`src/rtl/mips_multicycle_ctrl_pkg.sv`:
```
// rtl/mips_multicycle_ctrl_pkg.sv - shared opcodes, control encodings and FSM states
package mips_multicycle_ctrl_pkg;

  localparam logic [5:0] OP_RTYPE = 6'b000000;
  localparam logic [5:0] OP_ADDI  = 6'b001000;
  localparam logic [5:0] OP_ANDI  = 6'b001100;
  localparam logic [5:0] OP_LW    = 6'b100011;
  localparam logic [5:0] OP_SW    = 6'b101011;
  localparam logic [5:0] OP_BEQ   = 6'b000100;
  localparam logic [5:0] OP_JAL   = 6'b000011;
  localparam logic [5:0] FUNCT_JR = 6'b001000;

  typedef enum logic [1:0] {ALU_ADD, ALU_SUB, ALU_FUNCT, ALU_AND} alu_op_e;
  typedef enum logic [1:0] {PC_ALU, PC_ALUOUT, PC_JUMP, PC_A} pc_src_e;
  typedef enum logic [1:0] {WD_ALUOUT, WD_MDR, WD_PC, WD_RSVD} mem_to_reg_e;
  typedef enum logic [1:0] {RD_RT, RD_RD, RD_RA, RD_RSVD} reg_dst_e;
  typedef enum logic [1:0] {SRCB_B, SRCB_FOUR, SRCB_IMM, SRCB_IMM_SH2} alu_src_b_e;

  typedef enum logic [3:0] {
    S_FETCH, S_DECODE, S_R_EXEC, S_R_WB, S_ADDI_EXEC, S_ANDI_EXEC, S_IMM_WB,
    S_MEM_ADDR, S_MEM_RD, S_MEM_WB, S_MEM_WR, S_BEQ, S_JAL, S_JR
  } state_e;

  // States that own the memory port and therefore wait on mem_ready.
  function automatic logic is_wait_state(input state_e s);
    return (s == S_FETCH) || (s == S_MEM_RD) || (s == S_MEM_WR);
  endfunction

endpackage

```
`src/rtl/mips_multicycle_ctrl_if.sv`:
```
// rtl/mips_multicycle_ctrl_if.sv - controller <-> datapath/memory signal bundle
interface mips_multicycle_ctrl_if #(
  parameter int OP_W    = 6,
  parameter int FUNCT_W = 6
);
  logic [OP_W-1:0]    op_code;
  logic [FUNCT_W-1:0] funct;
  logic               zero;
  logic               mem_ready;
  logic               PCWrite;
  logic               PCWriteCond;
  logic               IorD;
  logic               MemRead;
  logic               MemWrite;
  logic               IRWrite;
  logic [1:0]         MemtoReg;
  logic [1:0]         RegDst;
  logic               RegWrite;
  logic               ALUSrcA;
  logic [1:0]         ALUSrcB;
  logic [1:0]         ALUOp;
  logic [1:0]         PCSource;
  logic               instr_done;
  logic               illegal_op;
  logic               mem_timeout;

  modport master (
    input  op_code, funct, zero, mem_ready,
    output PCWrite, PCWriteCond, IorD, MemRead, MemWrite, IRWrite, MemtoReg,
           RegDst, RegWrite, ALUSrcA, ALUSrcB, ALUOp, PCSource,
           instr_done, illegal_op, mem_timeout
  );

  modport slave (
    output op_code, funct, zero, mem_ready,
    input  PCWrite, PCWriteCond, IorD, MemRead, MemWrite, IRWrite, MemtoReg,
           RegDst, RegWrite, ALUSrcA, ALUSrcB, ALUOp, PCSource,
           instr_done, illegal_op, mem_timeout
  );
endinterface

```
`src/rtl/mips_multicycle_ctrl_mem_wait_timer.sv`:
```
// rtl/mips_multicycle_ctrl_mem_wait_timer.sv - saturating mem_ready wait counter with timeout
module mem_wait_timer #(
  parameter int WAIT_MAX = 255,
  parameter int CNT_W    = 8
) (
  input  logic clk,
  input  logic reset,
  input  logic active,
  input  logic ready,
  output logic timeout
);
  logic [CNT_W-1:0] count;

  assign timeout = active && !ready && (count == CNT_W'(WAIT_MAX));

  // Held at zero outside wait states, so every entry starts a fresh count.
  always_ff @(posedge clk) begin
    if (reset || !active || ready || timeout) begin
      count <= '0;
    end else if (count != CNT_W'(WAIT_MAX)) begin
      count <= count + 1'b1;
    end
  end
endmodule

```
`src/rtl/mips_multicycle_ctrl.sv`:
```
// rtl/mips_multicycle_ctrl.sv - multi-cycle MIPS control FSM with shared memory port
module mips_multicycle_ctrl
  import mips_multicycle_ctrl_pkg::*;
#(
  parameter int OP_W     = 6,
  parameter int FUNCT_W  = 6,
  parameter int WAIT_MAX = 255,
  parameter int CNT_W    = 8
) (
  input logic                    clk,
  input logic                    reset,
  mips_multicycle_ctrl_if.master bus
);
  state_e state, state_nxt;
  logic   timeout;

  mem_wait_timer #(.WAIT_MAX(WAIT_MAX), .CNT_W(CNT_W)) u_wait_timer (
    .clk     (clk),
    .reset   (reset),
    .active  (is_wait_state(state)),
    .ready   (bus.mem_ready),
    .timeout (timeout)
  );

  always_ff @(posedge clk) begin
    if (reset) state <= S_FETCH;
    else       state <= state_nxt;
  end

  always_comb begin
    state_nxt       = state;
    bus.PCWrite     = 1'b0;
    bus.PCWriteCond = 1'b0;
    bus.IorD        = 1'b0;
    bus.MemRead     = 1'b0;
    bus.MemWrite    = 1'b0;
    bus.IRWrite     = 1'b0;
    bus.MemtoReg    = WD_ALUOUT;
    bus.RegDst      = RD_RT;
    bus.RegWrite    = 1'b0;
    bus.ALUSrcA     = 1'b0;
    bus.ALUSrcB     = SRCB_B;
    bus.ALUOp       = ALU_ADD;
    bus.PCSource    = PC_ALU;
    bus.instr_done  = 1'b0;
    bus.illegal_op  = 1'b0;
    bus.mem_timeout = 1'b0;
    // An abort drops every strobe, including the memory request itself.
    if (!reset && timeout) begin
      bus.mem_timeout = 1'b1;
      state_nxt       = S_FETCH;
    end else if (!reset) begin
      unique case (state)
        S_FETCH: begin
          bus.MemRead = 1'b1;
          bus.ALUSrcB = SRCB_FOUR;
          if (bus.mem_ready) begin
            bus.IRWrite = 1'b1;
            bus.PCWrite = 1'b1;
            state_nxt   = S_DECODE;
          end
        end
        S_DECODE: begin
          bus.ALUSrcB = SRCB_IMM_SH2;
          case (bus.op_code)
            OP_RTYPE:     state_nxt = (bus.funct == FUNCT_JR) ? S_JR : S_R_EXEC;
            OP_LW, OP_SW: state_nxt = S_MEM_ADDR;
            OP_ADDI:      state_nxt = S_ADDI_EXEC;
            OP_ANDI:      state_nxt = S_ANDI_EXEC;
            OP_BEQ:       state_nxt = S_BEQ;
            OP_JAL:       state_nxt = S_JAL;
            default: begin
              bus.illegal_op = 1'b1;
              state_nxt      = S_FETCH;
            end
          endcase
        end
        S_R_EXEC: begin
          bus.ALUSrcA = 1'b1;
          bus.ALUOp   = ALU_FUNCT;
          state_nxt   = S_R_WB;
        end
        S_R_WB: begin
          bus.RegDst     = RD_RD;
          bus.RegWrite   = 1'b1;
          bus.instr_done = 1'b1;
          state_nxt      = S_FETCH;
        end
        S_ADDI_EXEC, S_ANDI_EXEC: begin
          bus.ALUSrcA = 1'b1;
          bus.ALUSrcB = SRCB_IMM;
          bus.ALUOp   = (state == S_ANDI_EXEC) ? ALU_AND : ALU_ADD;
          state_nxt   = S_IMM_WB;
        end
        S_IMM_WB: begin
          bus.RegWrite   = 1'b1;
          bus.instr_done = 1'b1;
          state_nxt      = S_FETCH;
        end
        S_MEM_ADDR: begin
          bus.ALUSrcA = 1'b1;
          bus.ALUSrcB = SRCB_IMM;
          state_nxt   = (bus.op_code == OP_LW) ? S_MEM_RD : S_MEM_WR;
        end
        S_MEM_RD: begin
          bus.MemRead = 1'b1;
          bus.IorD    = 1'b1;
          if (bus.mem_ready) state_nxt = S_MEM_WB;
        end
        S_MEM_WB: begin
          bus.MemtoReg   = WD_MDR;
          bus.RegWrite   = 1'b1;
          bus.instr_done = 1'b1;
          state_nxt      = S_FETCH;
        end
        S_MEM_WR: begin
          bus.MemWrite = 1'b1;
          bus.IorD     = 1'b1;
          if (bus.mem_ready) begin
            bus.instr_done = 1'b1;
            state_nxt      = S_FETCH;
          end
        end
        S_BEQ: begin
          bus.ALUSrcA     = 1'b1;
          bus.ALUOp       = ALU_SUB;
          bus.PCWriteCond = 1'b1;
          bus.PCSource    = PC_ALUOUT;
          bus.instr_done  = 1'b1;
          state_nxt       = S_FETCH;
        end
        S_JAL: begin
          bus.RegDst     = RD_RA;
          bus.MemtoReg   = WD_PC;
          bus.RegWrite   = 1'b1;
          bus.PCWrite    = 1'b1;
          bus.PCSource   = PC_JUMP;
          bus.instr_done = 1'b1;
          state_nxt      = S_FETCH;
        end
        S_JR: begin
          bus.PCWrite    = 1'b1;
          bus.PCSource   = PC_A;
          bus.instr_done = 1'b1;
          state_nxt      = S_FETCH;
        end
        default: state_nxt = S_FETCH;
      endcase
    end
  end
endmodule

```
`src/flat_wrapper.sv`:
```
// flat-port wrapper written by rule: the top's interface ports become plain ports
module mips_multicycle_ctrl_flat import mips_multicycle_ctrl_pkg::*;
#(
  parameter int OP_W     = 6,
  parameter int FUNCT_W  = 6,
  parameter int WAIT_MAX = 255,
  parameter int CNT_W    = 8
)
  (clk, reset, bus_op_code, bus_funct, bus_zero, bus_mem_ready, bus_PCWrite, bus_PCWriteCond, bus_IorD, bus_MemRead, bus_MemWrite, bus_IRWrite, bus_MemtoReg, bus_RegDst, bus_RegWrite, bus_ALUSrcA, bus_ALUSrcB, bus_ALUOp, bus_PCSource, bus_instr_done, bus_illegal_op, bus_mem_timeout);
  mips_multicycle_ctrl_if #(.OP_W(OP_W), .FUNCT_W(FUNCT_W)) bus_i ();
  input logic clk;
  input logic reset;
  input wire logic [$bits(bus_i.op_code)-1:0] bus_op_code;
  input wire logic [$bits(bus_i.funct)-1:0] bus_funct;
  input wire logic [$bits(bus_i.zero)-1:0] bus_zero;
  input wire logic [$bits(bus_i.mem_ready)-1:0] bus_mem_ready;
  output wire logic [$bits(bus_i.PCWrite)-1:0] bus_PCWrite;
  output wire logic [$bits(bus_i.PCWriteCond)-1:0] bus_PCWriteCond;
  output wire logic [$bits(bus_i.IorD)-1:0] bus_IorD;
  output wire logic [$bits(bus_i.MemRead)-1:0] bus_MemRead;
  output wire logic [$bits(bus_i.MemWrite)-1:0] bus_MemWrite;
  output wire logic [$bits(bus_i.IRWrite)-1:0] bus_IRWrite;
  output wire logic [$bits(bus_i.MemtoReg)-1:0] bus_MemtoReg;
  output wire logic [$bits(bus_i.RegDst)-1:0] bus_RegDst;
  output wire logic [$bits(bus_i.RegWrite)-1:0] bus_RegWrite;
  output wire logic [$bits(bus_i.ALUSrcA)-1:0] bus_ALUSrcA;
  output wire logic [$bits(bus_i.ALUSrcB)-1:0] bus_ALUSrcB;
  output wire logic [$bits(bus_i.ALUOp)-1:0] bus_ALUOp;
  output wire logic [$bits(bus_i.PCSource)-1:0] bus_PCSource;
  output wire logic [$bits(bus_i.instr_done)-1:0] bus_instr_done;
  output wire logic [$bits(bus_i.illegal_op)-1:0] bus_illegal_op;
  output wire logic [$bits(bus_i.mem_timeout)-1:0] bus_mem_timeout;
  assign bus_i.op_code = bus_op_code;
  assign bus_i.funct = bus_funct;
  assign bus_i.zero = bus_zero;
  assign bus_i.mem_ready = bus_mem_ready;
  assign bus_PCWrite = bus_i.PCWrite;
  assign bus_PCWriteCond = bus_i.PCWriteCond;
  assign bus_IorD = bus_i.IorD;
  assign bus_MemRead = bus_i.MemRead;
  assign bus_MemWrite = bus_i.MemWrite;
  assign bus_IRWrite = bus_i.IRWrite;
  assign bus_MemtoReg = bus_i.MemtoReg;
  assign bus_RegDst = bus_i.RegDst;
  assign bus_RegWrite = bus_i.RegWrite;
  assign bus_ALUSrcA = bus_i.ALUSrcA;
  assign bus_ALUSrcB = bus_i.ALUSrcB;
  assign bus_ALUOp = bus_i.ALUOp;
  assign bus_PCSource = bus_i.PCSource;
  assign bus_instr_done = bus_i.instr_done;
  assign bus_illegal_op = bus_i.illegal_op;
  assign bus_mem_timeout = bus_i.mem_timeout;
  mips_multicycle_ctrl #(.OP_W(OP_W), .FUNCT_W(FUNCT_W), .WAIT_MAX(WAIT_MAX), .CNT_W(CNT_W)) u_core (.clk(clk), .reset(reset), .bus(bus_i));
endmodule
```
`config.mk`:
```
export PLATFORM = sky130hd
export DESIGN_NAME = mips_multicycle_ctrl_flat
export DESIGN_NICKNAME = d
export VERILOG_FILES = /design/src/rtl/mips_multicycle_ctrl_pkg.sv /design/src/rtl/mips_multicycle_ctrl_if.sv /design/src/rtl/mips_multicycle_ctrl_mem_wait_timer.sv /design/src/rtl/mips_multicycle_ctrl.sv /design/src/flat_wrapper.sv
export SDC_FILE = /design/constraint.sdc
export NUM_CORES = 1
export LEC_CHECK = 0
export BUFFER_PORTS_ARGS = -buffer_cell sky130_fd_sc_hd__buf_2
export CAP_MARGIN = 20
export CORE_MARGIN = 2
export CORE_UTILIZATION = 48
export DETAILED_ROUTE_END_ITERATION = 12
export PLACE_DENSITY = 0.9
export SYNTH_ARGS = -nofsm -noshare
export SYNTH_HDL_FRONTEND = slang
export SYNTH_HIERARCHICAL = 1
export SYNTH_SLANG_ARGS = --single-unit
```
`constraint.sdc`:
```
create_clock -name clk -period 3 [get_ports clk]
set_clock_uncertainty 0.05 [all_clocks]
set_input_delay 0.9 -clock clk [delete_from_list [all_inputs] [get_ports clk]]
set_output_delay 0.9 -clock clk [all_outputs]
set_load 0.005 [all_outputs]
```
Word-level counts from Yosys, hierarchy flattened
Index checks and enable logic that the tools add are counted.
{"block": "totals", "regBits": 12, "latchBits": 0, "ram_bits": 0, "rom_bits": 0, "input_bits": 16, "output_inout_bits": 21, "wordCells": 109, "memories": 0}
{"block": "op_classes", "add_sub_neg": 1, "n_mul": 0, "div_mod_pow": 0, "order_cmp": 0, "n_eq_ne": 25, "shift": 0, "n_mux": 56, "bitwise_logic": 0, "reduce_logical": 25}
{"op": "$mux W1", "count": 31}
{"op": "$pmux W4 S7", "count": 1}
{"op": "$eq A4 B4 Y1 const B", "count": 6}
{"op": "$mux W2", "count": 12}
{"op": "$pmux W4 S6", "count": 1}
{"op": "$eq A6 B4 Y1 const B", "count": 3}
{"op": "$pmux W2 S3", "count": 3}
{"op": "$eq A4 B3 Y1 const B", "count": 4}
{"op": "$mux W4", "count": 4}
{"op": "$eq A6 B6 Y1 const B", "count": 2}
{"op": "$reduce_or A2 Y1", "count": 6}
{"op": "$add A8 B1 Y8 const B", "count": 1}
{"op": "$eq A4 B2 Y1 const B", "count": 2}
{"op": "$eq A8 B8 Y1 const B", "count": 1}
{"op": "$ne A8 B8 Y1 const B", "count": 1}
{"op": "$pmux W2 S2", "count": 2}
{"op": "$reduce_or A7 Y1", "count": 1}
{"op": "$eq A6 B2 Y1 const B", "count": 1}
{"op": "$eq A6 B3 Y1 const B", "count": 1}
{"op": "$logic_not A6 Y1", "count": 1}
{"op": "$ne A2 B2 Y1 const B", "count": 3}
{"op": "$reduce_or A6 Y1", "count": 1}
{"op": "$logic_or A1 B1 Y1", "count": 5}
{"op": "$reduce_or A5 Y1", "count": 1}
{"op": "other kinds (8)", "count": 13}

Logic depth before layout (Yosys ltp)
{"block": "depth", "word_depth": 7, "ltp_mapped": 9, "mapped_depth_nobuf": 7}

By module
The synthesis kept the hierarchy.
{"module": "mips_multicycle_ctrl", "instances": 1, "cells_each": 99, "area_each_um2": 633.1, "seq_area_each_um2": 80.1}
{"module": "mem_wait_timer", "instances": 1, "cells_each": 42, "area_each_um2": 370.4, "seq_area_each_um2": 160.2}

Worst setup path before layout
No wires, ideal clock.
{"block": "synth_path", "path_kind": "input-to-output", "from": "input bus_mem_ready", "to": "output bus_PCWrite", "arrival_ps": 2046, "required_ps": 2050, "setup_slack_ps": 4, "cell_stages": 6, "n_path_buf": 1, "cell_sequence": "nor4bb_1 -> or2_1 -> clkbuf_1 -> or3_1 -> inv_2 -> or2_1"}
{"block": "synth_via", "elab_chain_len": 5, "word_cells_on_any_way": 8, "cone_classes": "mux: 4; reduce/logical: 4"}
{"element": "start: declaration", "line": "flat_wrapper.sv:16", "source": "input wire logic [$bits(bus_i.mem_ready)-1:0] bus_mem_ready;"}
{"element": "branches (longest 4 deep; another with $pmux W1 S2)"}
{"element": "$mux W1 (*)", "line": "mips_multicycle_ctrl.sv:49", "source": "if (!reset && timeout) begin"}
{"element": "end: declaration", "line": "flat_wrapper.sv:17", "source": "output wire logic [$bits(bus_i.PCWrite)-1:0] bus_PCWrite;"}
Every way passes the cells marked *.

Worst setup path after layout
{"block": "layout_path", "from": "input bus_mem_ready", "to": "output bus_PCWrite"}
{"block": "layout_via", "elab_chain_len": 5, "word_cells_on_any_way": 8, "cone_classes": "mux: 4; reduce/logical: 4"}
{"element": "$logic_not A1 Y1", "line": "mips_multicycle_ctrl_mem_wait_timer.sv:14", "source": "assign timeout = active && !ready && (count == CNT_W'(WAIT_MAX));"}
{"element": "$logic_and A1 B1 Y1 (2 in series)", "line": "mips_multicycle_ctrl_mem_wait_timer.sv:14"}
{"element": "via u_core.timeout", "line": "mips_multicycle_ctrl.sv:15", "source": "logic timeout;"}
{"element": "$logic_and A1 B1 Y1", "line": "mips_multicycle_ctrl.sv:49"}
{"element": "$mux W1", "line": "mips_multicycle_ctrl.sv:49"}
The timed path passes the listed nets, and every way through them passes these cells.

==> results.toml <==
[outcome]
status = "completed"

[yosys]
synth_edf_count = 0
yosysWarnings = 6
syn_area_um2 = 1000
synth_top_family_by_area = "simple AND/OR/NAND/NOR gates"
syn_avg_cell_area_um2 = 7.12
synth_compound_area_share_pct = 22.8
muxShareOfSynthArea_pct = 0.998
ys_seq_area_share_pct = 23.9
ys_seq_elements = 12
synth_flop_cell = "dfxtp_1"
synth_fa_ha_area_share_pct = 1.25
synth_xor_area_share_pct = 3.49
synth_cells = 141
synth_cell_types = 50
yosys.area_share.simple_pct = 41.6
syn_nets = 158
synthArstFlopShare_pct = 0

[routing]
met3_length_um = 238
routedWlPerCell_um = 13.5
antenna_left = 0
wl_um = 2830
drt_iter0_markers = 58
dr_total_vias = 1209
drc = 0
via_per_inst = 5.78
met2RoutedLength_um = 1390
dr.pass1.iters = 4
wl_met1_um = 1190
top_layer = "met4"

[die]
die_area_um2 = 2470
die_y_um = 49.7
rows = 16
die_w_um = 49.7
start_util_pct = 51.1
core-area_um2 = 1960
pin_count = 37

[placement]
port_buffers = 35
gp_congestion = 0.889
place_inst = 205
post-dp-hpwl_um = 2100
place_area_um2 = 1240

[global_routing]
grt_pass1_wl_um = 4770
track_usage_pct = 24.0
antenna_found_initial = 0
grt_pass1_vias = 1111
grt_overflow = 0
grt_max_degree = 16

[sta]
rsz0062_at_grt = "false"
max_freq_mhz = 344
period_needed_ps = 2910
hold_viol = 0
finalMaxSlewViolations = 0
relSlewSlack_pct = 75.8
setup_viol = 0
post-route-period-util_pct = 96.9
worstMarginPinSlew_ps = 354

[hold_path]
hold_class = "flip-flop to flip-flop"

[power_and_ir_drop]
p_int_mw = 0.274
power_frac_seq_pct = 43.4
switchingPower_mw = 0.106
combPwrFrac_pct = 22.5
leakage_nw = 0.570
ir_drop_mv = 0.290
power.share.clock_pct = 34.1
powerDensity_nw_per_um2 = 284
switching_share_pct = 27.9

[finish]
antennaDiodeCount = 0
nFillCells = 158
nNetsFinal = 200
multiInputGateArea_um2 = 749
final_cell_area_um2 = 1340
final_cells = 209
seqCellArea_um2 = 245
area_growth_pct = 33.2
drive_above_1_share_pct = 34.1

[clocking]
clock-sinks = 12
clkTransAtPathRegs_ps = 80
cts_tree = "built"
cts_buffers = 3
htree_levels = 1
clk_latency_ps = 270
cts-root-buf = "clkbuf_4"
hold_buffers = 0
cts_buffer_depth = 2

[setup_path]
arrival_ps = 1960
crit_fanout = 3
critPathKind = "input pin to primary output"
crit_path_start_kind = "input pin"
cp.required_ps = 2050
crit_path_end_kind = "primary output"

[flow_run]
max-cap-violations = 0
power by group through the flow:
stage / logic (mW) / registers [mW] / clock network (mW)
6_report: 0.0854 / 0.165 / 0.129
5_1_grt: 0.0941 / 0.165 / 0.138
4_1_cts: 0.0833 / 0.165 / 0.131
3_5_place_dp: 0.0808 / 0.169 / 0
3_3_place_gp: 0.0776 / 0.168 / 0
2_1_floorplan: 0.0465 / 0.168 / 0
final timing paths:
path,start,endpoint,slack [ps],cells after the start
worst max register to register,u_core/u_wait_timer/count[0]$_SDFFE_PP0P_,u_core/state[1]$_SDFFE_PP0P_,1150,7
worst max-delay path,bus_mem_ready,bus_PCWrite,90,7
worst min-delay path,u_core/u_wait_timer/count[7]$_SDFFE_PP0P_,u_core/u_wait_timer/count[7]$_SDFFE_PP0P_,440,2
worst min register to register,u_core/u_wait_timer/count[7]$_SDFFE_PP0P_,u_core/u_wait_timer/count[7]$_SDFFE_PP0P_,440,2
cells by family after synthesis:
kind of cell               Yosys count
adders and majority gates            1
muxes                                1
AOI/OAI and AO/OA                   33
DFF                                 12
xor gates and xnor gates             4
and+or+nand+nor                     77
buffers and inverters               13
area by class of cell:
| class | instances | area share [%] |
|---|---|---|
| Sequential cell | 12 | 18.4 |
| Timing Repair Buffer | 44 | 18.6 |
| Clock buffer | 4 | 2.72 |
| Tap cell | 27 | 2.53 |
| Multi-Input combinational cell | 116 | 56.1 |
| Inverter | 6 | 1.69 |
placed cells by master (no fill, tap or decap), types with 2 or more instances in the layout:
cell	n
inv_2	2
buf_2	34
a211oi_1	2
buf_4	9
xnor2_1	3
nand2b_1	3
nand2_1	15
nor3_1	7
or3_4	2
o21ai_0	3
a21oi_1	9
nor2b_1	4
nor2_1	20
inv_1	4
nand3b_1	2
or2_1	3
nand3_1	3
clkbuf_4	3
o21ai_1	2
and3_1	4
a31oi_1	5
dfxtp_1	10
or3_1	2
registers in the layout, summed over array words and instances (netlist names):
signal,flops
u_core/u_wait_timer/count,8
u_core/state,4
metrics by stage:
step	hold WS [ps]	setup slack, ps	utilization, %	setup TNS, ps	total power, mW
floorplan	397	3.97	-	0	0.215
global route	464	29.9	68.1	0	0.397
finish	440	91.9	68.1	0	0.380
global placement	405	14.9	63.4	0	0.246
CTS	437	58.5	67.0	0	0.380
detailed placement	424	-50.9	63.4	-50.9	0.249
layer usage:
metal | vias to the layer above | global-route usage, %
met4 | 0 | 5.09
met1 | 554 | 28.5
li1 | 598 | -
met2 | 53 | 44.0
met3 | 4 | 4.55
met5 | - | 0
Yosys cell counts (2+ instances only):
master | instances | area share (%)
and3_1 | 4 | 2.5
o21ai_1 | 2 | 1.0
a21oi_1 | 9 | 4.5
or2_1 | 3 | 1.9
inv_2 | 2 | 0.75
nand3_1 | 4 | 2.0
nor3_1 | 7 | 3.5
a211oi_1 | 2 | 1.5
o21ai_0 | 3 | 1.5
buf_2 | 2 | 1.0
nor2b_1 | 4 | 2.5
nand2_1 | 15 | 5.6
inv_1 | 4 | 1.5
nand3b_1 | 2 | 1.5
nand2b_1 | 3 | 1.9
buf_4 | 2 | 1.5
a31oi_1 | 5 | 3.1
or3_1 | 3 | 1.9
nor2_1 | 20 | 7.5
dfxtp_1 | 12 | 24
xnor2_1 | 3 | 2.6
clkbuf_1 | 2 | 0.75
timing repair:
item,CTS,global route
gates resized for setup,6,7
setup endpoints to repair,19,5
cloned,0,0
buffers inserted,0,0
pin swaps,1,4
hold endpoints to repair,0,0
critical path: stages:
cell and delay [ps]:
buf_6 100, nor4bb_4 310, or2_1 170, or3_4 130, inv_2 30, or2_1 190
buf_2 120
Note: power is estimated with default switching activity, not from simulation.
